==> src/rtl/sprite_draw_scheduler.sv <==
// Round-robin scheduler that rasters one sprite rectangle at a time onto the shared VGA write port.
// Pixels leave a 2-stage pipeline aligned with the 1-cycle sprite ROM; offscreen pixels are clipped.
module sprite_draw_scheduler #(
  parameter logic [7:0] X_SCREEN_PIXELS = 8'd160,
  parameter logic [6:0] Y_SCREEN_PIXELS = 7'd120
) (
  input  logic        clk,
  input  logic        reset,
  input  logic [2:0]  req,
  input  logic [2:0]  clr,
  input  logic [23:0] x0_bus,
  input  logic [20:0] y0_bus,
  input  logic [11:0] w_bus,
  input  logic [11:0] h_bus,
  output logic [7:0]  rom_addr,
  input  logic [2:0]  rom_q,
  output logic [2:0]  grant,
  output logic [2:0]  done,
  output logic        busy,
  output logic [7:0]  xout,
  output logic [6:0]  yout,
  output logic [2:0]  colourOut,
  output logic        drawEn
);

  typedef enum logic [2:0] {IDLE, SCAN, FLUSH1, FLUSH2, DONE} state_t;

  state_t      state_q, state_d;
  logic [1:0]  rp_q, rp_d, gidx_q, gidx_d;
  logic [2:0]  grant_q, grant_d;
  logic [7:0]  x0_q, x0_d;
  logic [6:0]  y0_q, y0_d;
  logic [3:0]  w_q, w_d, h_q, h_d, col_q, col_d, row_q, row_d;
  logic        clr_q, clr_d;
  logic [7:0]  addr_q, addr_d;
  logic        a_vld_q, a_vld_d, a_clip_q, a_clip_d;
  logic [7:0]  ax_q, ax_d;
  logic [6:0]  ay_q, ay_d;
  logic [7:0]  xout_q, xout_d;
  logic [6:0]  yout_q, yout_d;
  logic [2:0]  colour_q, colour_d;
  logic        draw_q, draw_d;
  logic        sel_vld;
  logic [1:0]  sel_idx;
  logic [8:0]  ax_sum, ay_sum;

  function automatic logic [1:0] rr_add(input logic [1:0] base, input logic [1:0] off);
    logic [2:0] s;
    s = {1'b0, base} + {1'b0, off};
    if (s >= 3'd3) s = s - 3'd3;
    return s[1:0];
  endfunction

  // Scan from the highest offset down so the requester nearest rp wins.
  always_comb begin
    sel_vld = 1'b0;
    sel_idx = 2'd0;
    for (int j = 2; j >= 0; j--) begin
      if (req[rr_add(rp_q, 2'(j))]) begin
        sel_vld = 1'b1;
        sel_idx = rr_add(rp_q, 2'(j));
      end
    end
  end

  always_comb begin
    state_d = state_q;
    rp_d    = rp_q;
    gidx_d  = gidx_q;
    grant_d = grant_q;
    x0_d    = x0_q;
    y0_d    = y0_q;
    w_d     = w_q;
    h_d     = h_q;
    clr_d   = clr_q;
    col_d   = col_q;
    row_d   = row_q;
    addr_d  = addr_q;
    case (state_q)
      IDLE: begin
        if (sel_vld) begin
          case (sel_idx)
            2'd1: begin
              x0_d = x0_bus[15:8];  y0_d = y0_bus[13:7];  w_d = w_bus[7:4];  h_d = h_bus[7:4];
            end
            2'd2: begin
              x0_d = x0_bus[23:16]; y0_d = y0_bus[20:14]; w_d = w_bus[11:8]; h_d = h_bus[11:8];
            end
            default: begin
              x0_d = x0_bus[7:0];   y0_d = y0_bus[6:0];   w_d = w_bus[3:0];  h_d = h_bus[3:0];
            end
          endcase
          clr_d   = clr[sel_idx];
          gidx_d  = sel_idx;
          grant_d = 3'b001 << sel_idx;
          col_d   = 4'd0;
          row_d   = 4'd0;
          addr_d  = 8'd0;
          state_d = SCAN;
        end
      end
      SCAN: begin
        // Row-major raster makes row*W+col a plain running count.
        addr_d = addr_q + 8'd1;
        if (col_q == w_q) begin
          col_d = 4'd0;
          if (row_q == h_q) state_d = FLUSH1;
          else              row_d   = row_q + 4'd1;
        end else begin
          col_d = col_q + 4'd1;
        end
      end
      FLUSH1: state_d = FLUSH2;
      FLUSH2: state_d = DONE;
      DONE: begin
        grant_d = 3'b000;
        rp_d    = rr_add(gidx_q, 2'd1);
        state_d = IDLE;
      end
      default: state_d = IDLE;
    endcase
  end

  // Sums are 9 bits wide so an offscreen origin plus offset cannot wrap back onscreen.
  always_comb begin
    ax_sum   = {1'b0, x0_q} + {5'b0, col_q};
    ay_sum   = {2'b0, y0_q} + {5'b0, row_q};
    a_vld_d  = (state_q == SCAN);
    a_clip_d = (ax_sum >= {1'b0, X_SCREEN_PIXELS}) || (ay_sum >= {2'b0, Y_SCREEN_PIXELS});
    ax_d     = ax_sum[7:0];
    ay_d     = ay_sum[6:0];
    draw_d   = a_vld_q && !a_clip_q;
    xout_d   = xout_q;
    yout_d   = yout_q;
    colour_d = colour_q;
    if (draw_d) begin
      xout_d   = ax_q;
      yout_d   = ay_q;
      colour_d = clr_q ? 3'b000 : rom_q;
    end
  end

  always_ff @(posedge clk) begin
    if (reset) begin
      state_q  <= IDLE;
      rp_q     <= 2'd0;
      gidx_q   <= 2'd0;
      grant_q  <= 3'b000;
      x0_q     <= 8'd0;
      y0_q     <= 7'd0;
      w_q      <= 4'd0;
      h_q      <= 4'd0;
      clr_q    <= 1'b0;
      col_q    <= 4'd0;
      row_q    <= 4'd0;
      addr_q   <= 8'd0;
      a_vld_q  <= 1'b0;
      a_clip_q <= 1'b0;
      ax_q     <= 8'd0;
      ay_q     <= 7'd0;
      xout_q   <= 8'd0;
      yout_q   <= 7'd0;
      colour_q <= 3'b000;
      draw_q   <= 1'b0;
    end else begin
      state_q  <= state_d;
      rp_q     <= rp_d;
      gidx_q   <= gidx_d;
      grant_q  <= grant_d;
      x0_q     <= x0_d;
      y0_q     <= y0_d;
      w_q      <= w_d;
      h_q      <= h_d;
      clr_q    <= clr_d;
      col_q    <= col_d;
      row_q    <= row_d;
      addr_q   <= addr_d;
      a_vld_q  <= a_vld_d;
      a_clip_q <= a_clip_d;
      ax_q     <= ax_d;
      ay_q     <= ay_d;
      xout_q   <= xout_d;
      yout_q   <= yout_d;
      colour_q <= colour_d;
      draw_q   <= draw_d;
    end
  end

  assign rom_addr  = addr_q;
  assign grant     = grant_q;
  assign done      = (state_q == DONE) ? grant_q : 3'b000;
  assign busy      = (state_q != IDLE);
  assign xout      = xout_q;
  assign yout      = yout_q;
  assign colourOut = colour_q;
  assign drawEn    = draw_q;

endmodule

==> config.mk <==
export PLATFORM = sky130hd
export DESIGN_NAME = sprite_draw_scheduler
export DESIGN_NICKNAME = d
export VERILOG_FILES = /design/src/rtl/sprite_draw_scheduler.sv
export SDC_FILE = /design/constraint.sdc
export NUM_CORES = 1
export LEC_CHECK = 0
export CAP_MARGIN = 40
export CORE_ASPECT_RATIO = 1.4
export CORE_UTILIZATION = 44
export DETAILED_ROUTE_END_ITERATION = 12
export GPL_TIMING_DRIVEN = 1
export PLACE_DENSITY = 0.76
export SYNTH_ARGS = -nofsm -noshare
export SYNTH_HDL_FRONTEND = slang
export SYNTH_SLANG_ARGS = --single-unit
export TNS_END_PERCENT = 100
==> constraint.sdc <==
create_clock -name clk -period 2.2 [get_ports clk]
set_input_delay 0.55 -clock clk [delete_from_list [all_inputs] [get_ports clk]]
set_output_delay 0.55 -clock clk [all_outputs]
set_load 0.005 [all_outputs]
==> results by group, run 1 <==
Placement
  • RD Place Congestion: 0.856
  • Detailed Place HPWL: 7.96 mm
  • Port Buffers: 113
  • Place WS: -0.331 ns
  • Number of instances in the placed design: 794

Timing
  • Period Utilization, post-route: 99.0%
  • Worst-margin pin slew: 0.629 ns
  • Hold Fails Final Rpt: 0
  • Max_slew headroom: 58.1%
  • TNS Setup: 0 ns
  • Final setup fails: 0
  • RSZ-0062 raised after global routing: yes
  • Peak Freq: 0.459 GHz
  • Max Transition Viols Final: 0
  • Clock skew: 0.00900 ns
  • Final setup margin: 0.0228 ns
  • Crit path time final: 2.18 ns

Power and ir drop
  • Clk pwr share: 33.1%
  • Leakage power: 0.00246 µW
  • Combinational Power Share: 28.8%
  • Switching Share: 30.5%
  • Total power: 4900 µW
  • NetSw: 1490 µW
  • Power share of the sequential group: 38.1%
  • Worst VDD drop: 0.566 mV
  • Pwr/cell area: 761 mW/mm²
  • Internal Pwr Total: 3410 µW

Synthesis
  • Post-synth EDFFs: 0
  • Sequential area share after synthesis: 39.4%
  • Distinct cells, synth: 50
  • Top_reg_cell synth: dfxtp_1
  • Seq cells post-synth: 86
  • Syn avg cell area: 7.94 µm²
  • Synthesized net count: 650
  • Post-Synthesis Cells: 551
  • Synthesized cell area: 0.00437 mm²
  • Yosys warns: 0
  • Synth async-reset ratio: 0%

Critical path
  • Kind of critical path: flop to flop
  • CP cell instances: inv_2, ha_4, nor3_4, a31oi_1, o2111ai_2, inv_2, ha_4, buf_12, a22oi_2, o21ai_2, nand2_1, a21oi_1
  • Setup crit start kind: flop
  • Max incr delay on CP: 0.33 ns
  • CP max-delay cell: dfxtp_2
  • Crit Path Max Fanout: 12
  • Setup crit end kind: flop
  • Arr. time, crit path: 2.44 ns
  • CP required: 2.47 ns

Detailed routing
  • Vias: 4,367
  • WL per Instance: 14.3 µm
  • Total Routed Length: 11.6 mm
  • 1st-iter DRT viols: 219
  • Drt first pass iters: 5
  • Vias/cell: 5.36
  • DRC violations left: 0
  • Antenna-violating nets left: 0

Floorplanning
  • Die Span Y: 120 µm
  • Initial Utilization: 45.7%
  • FP Rows: 42
  • Die area: 0.0103 mm²
  • DIE WIDTH: 86.3 µm
  • Core Box Area: 0.00956 mm²
  • Total I/O pin count: 114

Flow run
  • Max-cap viol count: 0

GRT
  • Initial antenna violation count: 0
  • Global-route wire length before repair: 17.7 mm
  • Largest net degree at the start of global routing: 56
  • Number of global-route vias before repair: 3,996
  • Aggregate global routing overflow: 0
  • Total GRT Usage: 21.5%

Worst hold path
  • Worst min path class: flop to flop

CTS
  • Clock sink count: 86
  • Clk_lat worst skew: 0.34 ns
  • Root buf cell: clkbuf_16
  • CTS max path bufs: 2
  • Worst-path clk slew: 0.06 ns
  • CTS H-tree lvls: 3
  • Clock tree from TritonCTS: built
  • Clock buffer count from CTS: 9

Cells and area
  • Fin util: 67.3%
  • Nets@finish: 778
  • Share of layout cells above drive strength 1: 15.5%
  • Area Growth Syn to Fin: 47.3%
  • Ant diodes: 0
  • Finished Layout Cells: 815

Run status
  • Status: completed
## final timing paths
kind / slack [ns] / endpoint / cells after the start / from
max reg2reg: 0.02 / x0_q[3]$_SDFFE_PP0P_ / 12 / rp_q[0]$_SDFFE_PP0P_
min: 0.44 / yout[3]$_SDFFE_PP0P_ / 2 / ay_q[3]$_SDFF_PP0_
max: 0.02 / x0_q[3]$_SDFFE_PP0P_ / 12 / rp_q[0]$_SDFFE_PP0P_
min reg2reg: 0.44 / yout[3]$_SDFFE_PP0P_ / 2 / ay_q[3]$_SDFF_PP0_
## power by group through the flow
stage                     combinational, µW  clock (µW)  sequential (µW)
final                                  1410        1620             1870
after global routing                   1550        1700             1890
after CTS                              1310        1640             1860
after detailed placement               1290           0             1890
after global placement                 1260           0             1880
after floorplan                         810           0             1840
## cell usage after synthesis (5+ instances only)
| cell | number | share of area (%) |
|---|---|---|
| ha_1 | 17 | 4.9 |
| nor2_1 | 26 | 2.2 |
| xor2_1 | 13 | 2.6 |
| nand2_1 | 125 | 11 |
| clkbuf_1 | 21 | 1.8 |
| a31oi_1 | 5 | 0.72 |
| dfxtp_1 | 86 | 39 |
| inv_1 | 14 | 1.2 |
| o21ai_0 | 31 | 3.5 |
| nand3_1 | 19 | 2.2 |
| and3_1 | 7 | 1.0 |
| nor3_2 | 5 | 1.1 |
| nand3b_1 | 7 | 1.2 |
| a21oi_1 | 66 | 7.6 |
| nand2b_1 | 6 | 0.86 |
| buf_6 | 5 | 1.3 |
| nor2b_1 | 10 | 1.4 |
| a22oi_1 | 23 | 3.9 |
| nor3_1 | 6 | 0.69 |
## critical path: cells and delay by family (launching register included)
| kind | cells | cell delay [ns] |
|---|---|---|
| AOI/OAI and AO/OA | 5 | 0.78 |
| adders and majority gates | 2 | 0.49 |
| buffers and inverters | 3 | 0.35 |
| DFF | 1 | 0.33 |
| and+or+nand+nor | 2 | 0.14 |
## metrics by stage
step / hold slack (ns) / cell area (µm²)
2_1_floorplan: 0.417 / 4380
3_3_place_gp: 0.422 / 5820
3_5_place_dp: 0.428 / 5820
4_1_cts: 0.437 / 6180
5_1_grt: 0.456 / 6440
6_report: 0.435 / 6440
## layer usage
metal | GRT usage [%] | share of wire [%] | wire length [µm]
met5 | 0 | 0 | 0
met4 | 11.0 | 3.0 | 344
met3 | 3.09 | 4.6 | 531
met2 | 37.9 | 53 | 6150
met1 | 24.7 | 40 | 4610
## registers in the layout (all words and copies together) (netlist names), 7 cells and up
name      flops
yout          7
xout          8
y0_q          7
x0_q          8
rom_addr      8
ax_q          8
ay_q          7
## area by class of cell
| cell class | count | area, µm² |
|---|---|---|
| inverter | 14 | 52.6 |
| multi-input combinational | 416 | 2610 |
| tap | 132 | 165 |
| timing repair buffer | 152 | 1570 |
| clock buffer | 9 | 225 |
| fill | 760 | 3120 |
| sequential | 86 | 1730 |
| clock inverter | 6 | 93.8 |
## cell families (layout without fill, tap and decap cells)
logic type	after synthesis	in the layout	share of synthesized area, %
AOI/OAI and AO/OA	153	153	21.7
xor gates and xnor gates	17	17	3.40
adders and majority gates	19	19	5.78
buffers and inverters	49	181	5.32
DFF	86	86	39.4
muxes	1	1	0.257
and+or+nand+nor	226	226	24.2
## what timing repair did
item,4_1_cts,5_1_grt
buffers inserted,0,2
hold buffers,0,0
pin swaps,2,11
cloned,0,4
gates resized for setup,7,58
setup endpoints to repair,26,28
## cell usage in the layout (no fill, tap or decap), types with 5 or more instances in the layout
| cell | synthesis | routed |
|---|---|---|
| nand2_1 | 125 | 124 |
| clkdlybuf4s50_1 | 0 | 110 |
| dfxtp_1 | 86 | 82 |
| a21oi_1 | 66 | 59 |
| buf_4 | 2 | 28 |
| nor2_1 | 26 | 25 |
| nand3_1 | 19 | 19 |
| o21ai_1 | 0 | 19 |
| xor2_1 | 13 | 13 |
| ha_1 | 17 | 13 |
| a22oi_1 | 23 | 12 |
| clkbuf_16 | 0 | 12 |
| inv_1 | 14 | 11 |
| o21ai_0 | 31 | 11 |
| a22oi_2 | 0 | 11 |
| nor2b_1 | 10 | 10 |
| nand3b_1 | 7 | 7 |
| a21oi_2 | 0 | 7 |
| buf_12 | 0 | 7 |
| and3_1 | 7 | 6 |
| nand2b_1 | 6 | 6 |
| nor3_2 | 5 | 5 |
| nor3_1 | 6 | 5 |
Note: power is estimated with default switching activity, not from simulation.
==> run 2: changes to the inputs <==
--- a/config.mk
+++ b/config.mk
@@ -10,7 +10,7 @@
 export CORE_UTILIZATION = 44
 export DETAILED_ROUTE_END_ITERATION = 12
 export GPL_TIMING_DRIVEN = 1
-export PLACE_DENSITY = 0.76
+export PLACE_DENSITY = 0.83
 export SYNTH_ARGS = -nofsm -noshare
 export SYNTH_HDL_FRONTEND = slang
 export SYNTH_SLANG_ARGS = --single-unit
==> results by group, run 2 (synthesis gave the netlist of run 1 again) <==
Critical path
  • Setup crit start kind: flop
  • Max incr delay on CP: 0.43 ns
  • CP delay by family, top: simple AND/OR/NAND/NOR gates
  • Critical path's most frequent cell: buf_4
  • CP cell instances: ha_4, buf_4, nand3_1, o31ai_1, or3_1, buf_4, a311oi_1, nor2_1
  • CP max-delay cell: or3_1
  • CP required: 2.43 ns
  • Crit Path Max Fanout: 10
  • CP bufs+invs: 2
  • Reg2reg path depth: 8
  • Setup crit end kind: flop
  • Kind of critical path: flop to flop
  • Levels on crit path: 8
  • Arr. time, crit path: 2.44 ns

Detailed routing
  • Vias/cell: 5.52
  • 1st-iter DRT viols: 252
  • WL per Instance: 15.5 µm
  • Antenna-violating nets left: 0
  • DRC violations left: 0
  • Vias: 4,509
  • Total Routed Length: 12.6 mm
  • Drt first pass iters: 5

CTS
  • Clock buffer count from CTS: 9
  • Clock sink count: 86
  • Worst-path clk slew: 0.06 ns
  • Hold_buf cts: 0
  • Clk_lat worst skew: 0.34 ns
  • Root buf cell: clkbuf_16
  • CTS max path bufs: 2
  • CTS H-tree lvls: 3
  • Clock tree from TritonCTS: built

Timing
  • Period Utilization, post-route: 100%
  • Peak Freq: 0.453 GHz
  • Crit path time final: 2.21 ns
  • Clock skew: 0.00428 ns
  • Final setup fails: 1
  • TNS Setup: -0.00562 ns
  • Max Transition Viols Final: 0
  • Max_slew headroom: 57.9%
  • Worst-margin pin slew: 0.631 ns
  • Final setup margin: -0.00562 ns
  • Hold Fails Final Rpt: 0

Power and ir drop
  • NetSw: 1540 µW
  • Switching Share: 32.7%
  • Power share of the sequential group: 39.7%
  • Pwr/cell area: 733 mW/mm²
  • Internal Pwr Total: 3180 µW
  • Combinational Power Share: 30.5%
  • Clk pwr share: 29.8%
  • Worst VDD drop: 0.410 mV
  • Total power: 4730 µW
  • Leakage power: 0.00246 µW

Run status
  • Failing checks: negative setup slack
  • Status: finished with violations

Floorplanning
  • Core Box Area: 0.00956 mm²
  • DIE WIDTH: 86.3 µm
  • Die area: 0.0103 mm²
  • Total I/O pin count: 114
  • Die Span Y: 120 µm
  • Initial Utilization: 45.7%
  • FP Rows: 42

GRT
  • Largest net degree at the start of global routing: 56
  • Total GRT Usage: 22.2%
  • Number of global-route vias before repair: 4,346
  • Initial antenna violation count: 0
  • Aggregate global routing overflow: 0
  • Global-route wire length before repair: 18.5 mm

Placement
  • RD Place Congestion: 0.829
  • Number of instances in the placed design: 794
  • Detailed Place HPWL: 8.33 mm
  • Port Buffers: 113
  • Post-DP Area: 0.00582 mm²

Cells and area
  • Final Instance Area: 0.00644 mm²
  • Area Growth Syn to Fin: 47.3%
  • Fin util: 67.4%
  • Leading cell types in the layout, fill and taps excluded: nand2_1 (124), clkdlybuf4s50_1 (111), dfxtp_1 (82), a21oi_1 (65), buf_4 (29)
  • Ant diodes: 0
  • Commonest non-fill, non-tap cell in the layout: nand2_1
  • Finished Layout Cells: 817
  • Share of layout cells above drive strength 1: 15.3%
  • Nets@finish: 780

Worst hold path
  • Worst min path class: flop to flop
  • Hold Path Stages: 2

Flow run
  • Max-cap viol count: 0
## run 2: cell types whose count changed in the layout (fill, tap and decap cells not counted), moves of 3 or more
cell,change
a21oi_1,+6
a21oi_2,-6
o21ai_0,+6
o21ai_1,-5
clkinv_4,+4
a22oi_1,-3
a22oi_2,+3
## run 2: metrics by stage
step	setup WS, ns	hold WS [ns]
final	-0.00562	0.435
after global routing	-0.0557	0.460
after CTS	0.0359	0.438
after detailed placement	-0.290	0.428
after global placement	-0.243	0.422
after floorplan	-0.0467	0.417
## run 2: worst reg2reg max path, delay by kind of cell, from the launching register on
kind / cells / cell delay, ns
simple gates: 3 / 0.66
compound gates: 2 / 0.45
buf+inv: 2 / 0.36
flops: 1 / 0.34
fa+ha+maj: 1 / 0.27
## run 2: worst paths after layout
check                             from                    end  slack (ns)
setup / recovery  rp_q[1]$_SDFFE_PP0P_  col_q[3]$_SDFFE_PP0P_      -0.006
hold / removal      ax_q[3]$_SDFF_PP0_   xout[3]$_SDFFE_PP0P_        0.44
setup reg to reg  rp_q[1]$_SDFFE_PP0P_  col_q[3]$_SDFFE_PP0P_      -0.006
hold reg to reg     ax_q[3]$_SDFF_PP0_   xout[3]$_SDFFE_PP0P_        0.44
## run 2: layout make-up
cell class	instances	area, µm²
tap	132	165
sequential	86	1730
fill	744	3120
clock buffer	9	225
clock inverter	6	48.8
timing repair buffer	154	1600
inverter	14	52.6
multi-input combinational	416	2630
## run 2: repair_timing
| item | CTS | global route |
|---|---|---|
| gates resized for setup | 12 | 47 |
| setup endpoints to repair | 27 | 25 |
| setup buffers | 0 | 4 |
| cloned | 0 | 4 |
| pin swaps | 1 | 11 |
## run 2: per-layer routing
layer / vias up / part of all wire, % / global-route usage [%] / wire (µm)
li1: 2185 / - / - / -
met1: 2086 / 37 / 23.7 / 4680
met2: 185 / 53 / 39.8 / 6750
met3: 53 / 4.7 / 3.16 / 597
met4: 0 / 4.9 / 14.9 / 614
met5: - / 0 / 0 / 0
## run 2: power groups by stage
| stage | Clock [µW] | Combinational (µW) | Sequential (µW) |
|---|---|---|---|
| finish | 1410 | 1440 | 1880 |
| global route | 1490 | 1560 | 1900 |
| CTS | 1420 | 1320 | 1870 |
| detailed placement | 0 | 1300 | 1890 |
| global placement | 0 | 1260 | 1880 |
| floorplan | 0 | 810 | 1840 |
==> run 3: changes to the inputs <==
--- a/config.mk
+++ b/config.mk
@@ -10,7 +10,7 @@
 export CORE_UTILIZATION = 44
 export DETAILED_ROUTE_END_ITERATION = 12
 export GPL_TIMING_DRIVEN = 1
-export PLACE_DENSITY = 0.83
+export PLACE_DENSITY = 0.74
 export SYNTH_ARGS = -nofsm -noshare
 export SYNTH_HDL_FRONTEND = slang
 export SYNTH_SLANG_ARGS = --single-unit
==> results by group, run 3 (synthesis gave the netlist of run 1 again) <==
Critical path
  • R2R Path Start: rp_q[0]$_SDFFE_PP0P_
  • Worst reg2reg path endpoint: w_q[0]$_SDFFE_PP0P_
  • Max incr delay on CP: 0.34 ns
  • Setup crit start kind: flop
  • CP delay by family, top: compound AO/OA/AOI/OAI gates
  • Setup crit end kind: flop
  • R2r setup slk: 0.005 ns
  • CP bufs+invs: 4
  • CP cell instances: inv_2, ha_4, buf_4, nand3_1, o2111ai_2, inv_2, ha_4, clkbuf_16, a22oi_2, o21ai_2, nand2_1, a21oi_1
  • Crit Path Max Fanout: 6
  • CP required: 2.46 ns
  • CP max-delay cell: dfxtp_2
  • Reg2reg path depth: 12
  • Arr. time, crit path: 2.45 ns
  • Kind of critical path: flop to flop

Floorplanning
  • Die Span Y: 120 µm
  • Die area: 0.0103 mm²
  • FP Rows: 42
  • Initial Utilization: 45.7%
  • DIE WIDTH: 86.3 µm
  • Core Box Area: 0.00956 mm²
  • Total I/O pin count: 114

Flow run
  • Max-cap viol count: 0

CTS
  • Worst-path clk slew: 0.06 ns
  • Clock tree from TritonCTS: built
  • CTS H-tree lvls: 3
  • Clock sink count: 86
  • Hold_buf cts: 0
  • Clock buffer count from CTS: 9
  • Clk_lat worst skew: 0.33 ns
  • CTS max path bufs: 2
  • Root buf cell: clkbuf_16

Timing
  • Crit path time final: 2.20 ns
  • Final setup fails: 0
  • Worst-margin pin slew: 0.628 ns
  • Final setup margin: 0.00476 ns
  • Max Transition Viols Final: 0
  • RSZ-0062 raised after global routing: yes
  • Period Utilization, post-route: 99.8%
  • Max_slew headroom: 58.1%
  • Clock skew: 0.00496 ns
  • Hold Fails Final Rpt: 0
  • Peak Freq: 0.456 GHz

Cells and area
  • Total area of sequential cells: 0.00173 mm²
  • Area Growth Syn to Fin: 49.0%
  • Final Instance Area: 0.00652 mm²
  • Commonest non-fill, non-tap cell in the layout: nand2_1
  • Leading cell types in the layout, fill and taps excluded: nand2_1 (124), clkdlybuf4s50_1 (110), dfxtp_1 (82), a21oi_1 (61), buf_4 (31)
  • Multi-input logic area: 0.00263 mm²
  • Ant diodes: 0
  • Share of layout cells above drive strength 1: 16.7%
  • Nets@finish: 784
  • Filler cells: 765

GRT
  • Aggregate global routing overflow: 0
  • Total GRT Usage: 21.9%
  • Global-route wire length before repair: 18.2 mm
  • Largest net degree at the start of global routing: 60
  • Number of global-route vias before repair: 4,037
  • Initial antenna violation count: 0

Detailed routing
  • WL per Instance: 14.7 µm
  • Total Routed Length: 12.1 mm
  • Drt first pass iters: 4
  • DRC violations left: 0
  • Vias: 4,415
  • Antenna-violating nets left: 0
  • 1st-iter DRT viols: 283
  • Vias/cell: 5.37

Worst hold path
  • Hold Path Stages: 2
  • Worst Hold Path EP: yout[3]$_SDFFE_PP0P_
  • Worst min path class: flop to flop
  • HP Start: ay_q[3]$_SDFF_PP0_

Placement
  • Detailed Place HPWL: 7.84 mm
  • Place WS: -0.324 ns
  • Post-DP Area: 0.00581 mm²
  • RD Place Congestion: 0.877
  • Port Buffers: 113

Power and ir drop
  • Pwr/cell area: 736 mW/mm²
  • Leakage power: 0.00250 µW
  • Worst VDD drop: 0.442 mV

Run status
  • Status: completed
==> run 3: changes by cell type in the layout (fill, tap and decap cells not counted), moves of 2 or more <==
cell,previous run,this run
buf_4,29,31
o21ai_2,1,4
o21ai_0,17,11
clkbuf_8,0,2
clkinv_4,4,1
a21oi_1,65,61
a21oi_2,1,5
clkinvlp_4,0,2
o21ai_1,14,17
==> run 3: repair_timing <==
item / CTS / global route
setup endpoints to repair: 26 / 28
resized for setup: 8 / 63
pin swaps: 2 / 12
cloned: 0 / 8
buffers inserted: 1 / 3
==> run 3: how the worst max path moves through the flow <==
stage	start	endpoint	slack, ns	depth (start not counted)
after global placement	req[2]	y0_q[6]$_SDFFE_PP0P_	-0.29	9
after global routing	rp_q[0]$_SDFFE_PP0P_	w_q[1]$_SDFFE_PP0P_	-0.11	12
after floorplan	rp_q[0]$_SDFFE_PP0P_	w_q[1]$_SDFFE_PP0P_	-0.05	13
final	rp_q[0]$_SDFFE_PP0P_	w_q[0]$_SDFFE_PP0P_	0.005	12
after CTS	state_q[1]$_SDFFE_PP0P_	busy	-0.02	3
after detailed placement	req[2]	y0_q[6]$_SDFFE_PP0P_	-0.32	11
==> run 3: area by class of cell <==
| cell class | count | area share, % |
|---|---|---|
| flip-flops and latches | 86 | 26.5 |
| clock inverters | 5 | 0.633 |
| inverters | 14 | 0.806 |
| well taps | 132 | 2.53 |
| clock buffers | 11 | 3.88 |
| repair buffers | 158 | 25.3 |
| multi-input cells | 416 | 40.4 |
==> run 3: per-layer routing <==
metal	GRT usage (%)	up-vias	routed length, µm
met4	9.48	0	313
met1	25.6	2054	4910
met5	0	-	0
met2	38.3	143	6260
met3	3.99	25	584
li1	-	2193	-
==> run 3: worst min-delay path, cell delays in order (launching register included) <==
cell	delay, ns
dfxtp_1	0.30
nand2_1	0.04
a21oi_1	0.05
==> run 3: power by group <==
| part | internal (µW) | switching (µW) | total, µW |
|---|---|---|---|
| Sequential | 1720 | 152 | 1870 |
| Combinational | 704 | 753 | 1460 |
| Clock | 837 | 631 | 1470 |
==> run 3: per-stage QoR <==
step                utilization [%]  total power (µW)  setup TNS (ns)  cells  hold WS [ns]
global placement               60.7              3140           -7.43    794         0.422
global route                   68.2              5050           -1.53    822         0.450
finish                         68.2              4800               0    822         0.435
detailed placement             60.7              3180           -8.82    794         0.426
CTS                            64.4              4660         -0.0218    811         0.436
floorplan                         -              2660          -0.882    551         0.417
